**src/rtl/rc4_sram_sequencer.sv**
```systemverilog
// rc4_sram_sequencer -- runs the three RC4 phases (init, key schedule,
// decrypt) in order and owns the single-port S-RAM. Each phase engine is
// started with a one-cycle pulse. The sequencer waits for that engine's level
// finish, then hands the RAM port to the next phase. A zero-latency mux
// routes the owning phase's address, data and wren to the RAM.
//
// Optional feature: define SEQ_WATCHDOG_EN to build a per-phase watchdog.
// A phase still in ARM/RUN after WDOG_CYCLES cycles sends the FSM to ERROR.
// Without the macro, error is tied low and ERROR cannot be reached.
module rc4_sram_sequencer #(
  parameter int ADDR_W      = 8,
  parameter int DATA_W      = 8,
  parameter bit AUTO_START  = 1'b1,
  parameter int WDOG_CYCLES = 65535
) (
  input  logic                clk,
  input  logic                reset_n,
  input  logic                go,
  output logic [2:0]          ph_start,
  input  logic [2:0]          ph_finish,
  input  logic [3*ADDR_W-1:0] ph_addr,
  input  logic [3*DATA_W-1:0] ph_data,
  input  logic [2:0]          ph_wren,
  output logic [ADDR_W-1:0]   s_address,
  output logic [DATA_W-1:0]   s_data,
  output logic                s_wren,
  output logic [1:0]          phase,
  output logic                busy,
  output logic                done,
  output logic                error
);

  typedef enum logic [2:0] {
    ST_IDLE, ST_START, ST_ARM, ST_RUN, ST_DONE, ST_ERROR
  } state_e;

  state_e      state_q, state_d;
  logic [1:0]  p_q, p_d;
  logic        first_q;
  logic [2:0]  ph_start_q, ph_start_d;
  logic        wdog_hit;

  // Four-entry views so the 2-bit phase index never selects out of range.
  logic [ADDR_W-1:0] addr_sl [4];
  logic [DATA_W-1:0] data_sl [4];
  logic [3:0]        wren_ext;
  logic [3:0]        fin_ext;
  logic              fin_cur;

  // Slice the flattened per-phase buses; entry 3 is an idle all-zero source.
  always_comb begin
    for (int g = 0; g < 3; g++) begin
      addr_sl[g] = ph_addr[g*ADDR_W +: ADDR_W];
      data_sl[g] = ph_data[g*DATA_W +: DATA_W];
    end
    addr_sl[3] = '0;
    data_sl[3] = '0;
  end

  assign wren_ext = {1'b0, ph_wren};
  assign fin_ext  = {1'b0, ph_finish};
  assign fin_cur  = fin_ext[p_q];

`ifdef SEQ_WATCHDOG_EN
  localparam logic [15:0] WDOG_LAST = 16'(WDOG_CYCLES - 1);

  logic [15:0] wdog_q, wdog_d;

  // Watchdog counts ARM/RUN cycles since the current phase was started.
  always_comb begin
    wdog_d = wdog_q;
    if (state_d == ST_START)
      wdog_d = '0;
    else if (state_q == ST_ARM || state_q == ST_RUN)
      wdog_d = wdog_q + 16'd1;
  end

  // Watchdog counter register.
  always_ff @(posedge clk) begin
    if (!reset_n) wdog_q <= '0;
    else          wdog_q <= wdog_d;
  end

  assign wdog_hit = (state_q == ST_ARM || state_q == ST_RUN) && (wdog_q == WDOG_LAST);
`else
  assign wdog_hit = 1'b0;
`endif

  // Next-state logic: phase sequencing, stale-finish discard, restart on go.
  // NOTE: every combinational output gets a default first, so no path can
  // leave it unassigned and infer a latch.
  always_comb begin
    state_d = state_q;
    p_d     = p_q;
    case (state_q)
      ST_IDLE: begin
        if (go || (AUTO_START && first_q)) begin
          state_d = ST_START;
          p_d     = 2'd0;
        end
      end
      ST_START: state_d = ST_ARM;
      ST_ARM: begin
        if (wdog_hit)      state_d = ST_ERROR;
        else if (!fin_cur) state_d = ST_RUN;
      end
      ST_RUN: begin
        if (wdog_hit) begin
          state_d = ST_ERROR;
        end else if (fin_cur) begin
          if (p_q == 2'd2) begin
            state_d = ST_DONE;
          end else begin
            state_d = ST_START;
            p_d     = p_q + 2'd1;
          end
        end
      end
      ST_DONE, ST_ERROR: begin
        if (go) begin
          state_d = ST_START;
          p_d     = 2'd0;
        end
      end
      default: state_d = ST_IDLE;
    endcase
    ph_start_d = (state_d == ST_START) ? (3'b001 << p_d) : 3'b000;
  end

  // State register; the start pulse is registered so it lines up with START.
  // NOTE: sequential state uses non-blocking assignments so every register
  // samples pre-edge values regardless of evaluation order.
  always_ff @(posedge clk) begin
    if (!reset_n) begin
      state_q    <= ST_IDLE;
      p_q        <= 2'd0;
      first_q    <= 1'b1;
      ph_start_q <= 3'b000;
    end else begin
      state_q    <= state_d;
      p_q        <= p_d;
      first_q    <= 1'b0;
      ph_start_q <= ph_start_d;
    end
  end

  // Outputs and RAM port mux, decoded from the registered state and phase.
  always_comb begin
    busy      = 1'b0;
    done      = 1'b0;
    error     = 1'b0;
    phase     = 2'd3;
    s_address = '0;
    s_data    = '0;
    s_wren    = 1'b0;
    case (state_q)
      ST_START, ST_ARM, ST_RUN: begin
        busy      = 1'b1;
        phase     = p_q;
        s_address = addr_sl[p_q];
        s_data    = data_sl[p_q];
        s_wren    = wren_ext[p_q];
      end
      ST_DONE: done = 1'b1;
`ifdef SEQ_WATCHDOG_EN
      ST_ERROR: error = 1'b1;
`endif
      default: ;
    endcase
  end

  assign ph_start = ph_start_q;

endmodule
```
**config.mk**
```make
export PLATFORM = sky130hd
export DESIGN_NAME = rc4_sram_sequencer
export DESIGN_NICKNAME = d
export VERILOG_FILES = /design/src/rtl/rc4_sram_sequencer.sv
export SDC_FILE = /design/constraint.sdc
export NUM_CORES = 1
export LEC_CHECK = 0
export ABC_AREA = 1
export CAP_MARGIN = 20
export CORE_ASPECT_RATIO = 2
export CORE_UTILIZATION = 28
export CTS_CLUSTER_SIZE = 8
export DETAILED_ROUTE_END_ITERATION = 10
export HOLD_SLACK_MARGIN = 0.02
export PLACE_DENSITY = 0.86
export SLEW_MARGIN = 30
export SYNTH_ARGS = -nofsm -noshare
export SYNTH_HDL_FRONTEND = slang
export SYNTH_SLANG_ARGS = --single-unit
```
**constraint.sdc**
```tcl
create_clock -name clk -period 1.5 [get_ports clk]
set_clock_uncertainty 0.1 [all_clocks]
set_input_delay 0.375 -clock clk [delete_from_list [all_inputs] [get_ports clk]]
set_output_delay 0.375 -clock clk [all_outputs]
set_load 0.02 [all_outputs]
```
==> impl_metrics.env <==
export IMPL_numCtsBuffers=3
export IMPL_yosysSeqAreaShare=0.1946
export IMPL_combPwrFrac=0.676
export IMPL_antenna_found_initial=0
export IMPL_cts_htree_levels=1
export IMPL_grt_overflow_total=0
export IMPL_syn_inst=148
export IMPL_cts_tree="yes"
export IMPL_cts_buffer_depth=2
export IMPL_clkLatencyLatePin_ps=230
export IMPL_status="finished, violations left"
export IMPL_finalSetupTns_ps=-8387
export IMPL_syn_nets=207
export IMPL_syn_to_final_growth_pct=177.4
export IMPL_start_util=0.2933
export IMPL_rsz0062_at_grt="true"
export IMPL_violations="setup timing"
export IMPL_routed_wl_mm=4.934
export IMPL_yosysUniqueCellTypes=24
export IMPL_ant_nets=0
export IMPL_fp_coreArea_um2=3157
export IMPL_wire_per_inst_um=17.01
export IMPL_pre_cts_ws_ps=-839.0
export IMPL_final_nets=319
export IMPL_holdBufCountCts=0
export IMPL_crit_fanout=7
export IMPL_critPathRequiredTime_ps=1020
export IMPL_ys_warn_count=0
export IMPL_finalCriticalPeriod_ps=1941
export IMPL_design_area_um2=2569
export IMPL_worst_slack_ps=-441.0
export IMPL_placed_cell_area_um2=2192
export IMPL_drive_gt1_frac=0.4981
export IMPL_crit_type="flop to output port"
export IMPL_pwr_share_clk=0.164
export IMPL_rows=29
export IMPL_peakVddDrop_mv=0.6395
export IMPL_cts_sinks=9
export IMPL_intPower_mw=1.040
export IMPL_final_cells=290
export IMPL_vias=1491
export IMPL_die_x_um=42.66
export IMPL_period_share=1.294
export IMPL_dp_final_hpwl_mm=3.302
export IMPL_endpoint_kind="output port"
export IMPL_cp_arrival_ps=1470
export IMPL_io_pins=82
export IMPL_grt_pass1_wl_mm=6.913
export IMPL_swShare=0.3802
export IMPL_finalMaxSlewViolations=0
export IMPL_drtPass1Iterations=5
export IMPL_grt_max_degree=15
export IMPL_cp_start_kind="flop"
export IMPL_track_usage=0.2485
export IMPL_cts_root_buf="clkbuf_8"
export IMPL_dpl_cell_count=276
export IMPL_gp_congestion=0.7656
export IMPL_num_fill_cells=182
export IMPL_drc_errors=0
export IMPL_avgViaCountPerCell=5.141
export IMPL_fmax_ghz=0.5152
export IMPL_dieArea_um2=3554
export IMPL_final_util=0.8137
export IMPL_die_y_um=83.32
export IMPL_hold_violations=0
export IMPL_drtIter0Drc=25
export IMPL_grt_pass1_vias=1551
export IMPL_setup_viol=26
export IMPL_powerDensity_nw_per_um2=653.5
export IMPL_power_switching_mw=0.6381
export IMPL_seqPwrFrac=0.160
export IMPL_synth_area_per_cell_um2=6.256
export IMPL_hold_slack_ps=697.3
export IMPL_insertedDiodeCount=0
export IMPL_p_leak_nw=1.077
export IMPL_synth_seq_cells=9
export IMPL_worstHoldPathType="flop to flop"
export IMPL_cap_violations=0
export IMPL_syn_cell_area_um2=925.9
export IMPL_cts_clk_slew_worst_paths_ps=40
export IMPL_finalPower_mw=1.679
export IMPL_port_buffers=80
cell type report:
class                      count  area (um2)  area share
tap                           31       38.79     0.01510
multi-input combinational    107        1049      0.4082
sequential                     9       193.9     0.07550
inverter                      26       102.6     0.03994
timing repair buffer         113        1140      0.4437
clock buffer                   4       45.04     0.01754
placed cells by master (no fill, tap or decap), drive strengths merged:
master | synthesis | routed
clkbuf | 1 | 4
nand3 | 23 | 23
mux2i | 11 | 11
conb | 1 | 1
dlygate4sd2 | 0 | 3
nor2 | 25 | 25
nand2 | 23 | 24
a21oi | 2 | 2
ha | 2 | 2
o21ai | 11 | 11
clkdlybuf4s50 | 0 | 56
nor3 | 1 | 1
buf | 6 | 54
a21boi | 1 | 1
o32ai | 6 | 6
inv | 26 | 26
dfxtp | 9 | 9
layer usage:
layer	vias up	share of wire	GRT usage	wire length, um
li1	703	-	-	-
met1	675	0.32	0.2394	1582
met2	95	0.57	0.4848	2835
met3	18	0.071	0.04130	349
met4	0	0.034	0.09375	167
met5	-	0	0	0
cell usage after synthesis (all sizes together):
| cell | number | area, um2 |
|---|---|---|
| o21ai | 11 | 55.05 |
| nand2 | 23 | 96.35 |
| clkbuf | 1 | 3.750 |
| buf | 6 | 33.77 |
| nor2 | 25 | 108.9 |
| inv | 26 | 97.60 |
| ha | 2 | 25.02 |
| conb | 1 | 3.750 |
| dfxtp | 9 | 180.2 |
| nor3 | 1 | 5.000 |
| mux2i | 11 | 110.1 |
| o32ai | 6 | 52.55 |
| nand3 | 23 | 125.1 |
| a21oi | 2 | 21.27 |
| a21boi | 1 | 7.510 |
what timing repair did:
action / in CTS / in global routing
buffers inserted: 5 / 4
pin swaps: 14 / 16
resized for setup: 163 / 19
endpoints found under the setup margin: 32 / 29
gates cloned: 1 / 0
logic make-up (layout without fill, tap and decap cells):
logic type | count (synthesis) | after routing | share of synthesized area
compound gates | 20 | 20 | 0.1473
fa+ha+maj | 2 | 2 | 0.02702
buf+inv | 33 | 143 | 0.1459
flops | 9 | 9 | 0.1946
mux | 11 | 11 | 0.1189
other cells | 1 | 1 | 0.004050
simple gates | 72 | 73 | 0.3622
flip-flops by register name, indices dropped and copies added (netlist names):
| register | cells |
|---|---|
| p_q | 2 |
| state_q | 3 |
| first_q | 1 |
| ph_start | 3 |
worst max-delay path, cell delays in order, from the launching register on:
cell     delay, ps
dfxtp_4        350
nor2_4          50
nor2_4         210
buf_12         140
nand2_8         60
buf_12         150
o21ai_4        130
buf_6          130
power by group through the flow:
| stage | sequential (mW) | combinational (mW) | clock (mW) |
|---|---|---|---|
| after floorplan | 0.281 | 0.514 | 0 |
| after global placement | 0.272 | 0.915 | 0 |
| after detailed placement | 0.273 | 0.935 | 0 |
| after CTS | 0.268 | 1.05 | 0.278 |
| after global routing | 0.269 | 1.19 | 0.297 |
| final | 0.269 | 1.13 | 0.275 |
worst paths after layout:
check,endpoint,slack (ps),startpoint,cells past startpoint
min reg2reg,p_q[1],700,p_q[1],5
max,s_data[6],-440,state_q[1],7
min,p_q[1],700,p_q[1],5
max reg2reg,ph_start[2],-120,p_q[1],11
Power figures use the tool's default switching activity.
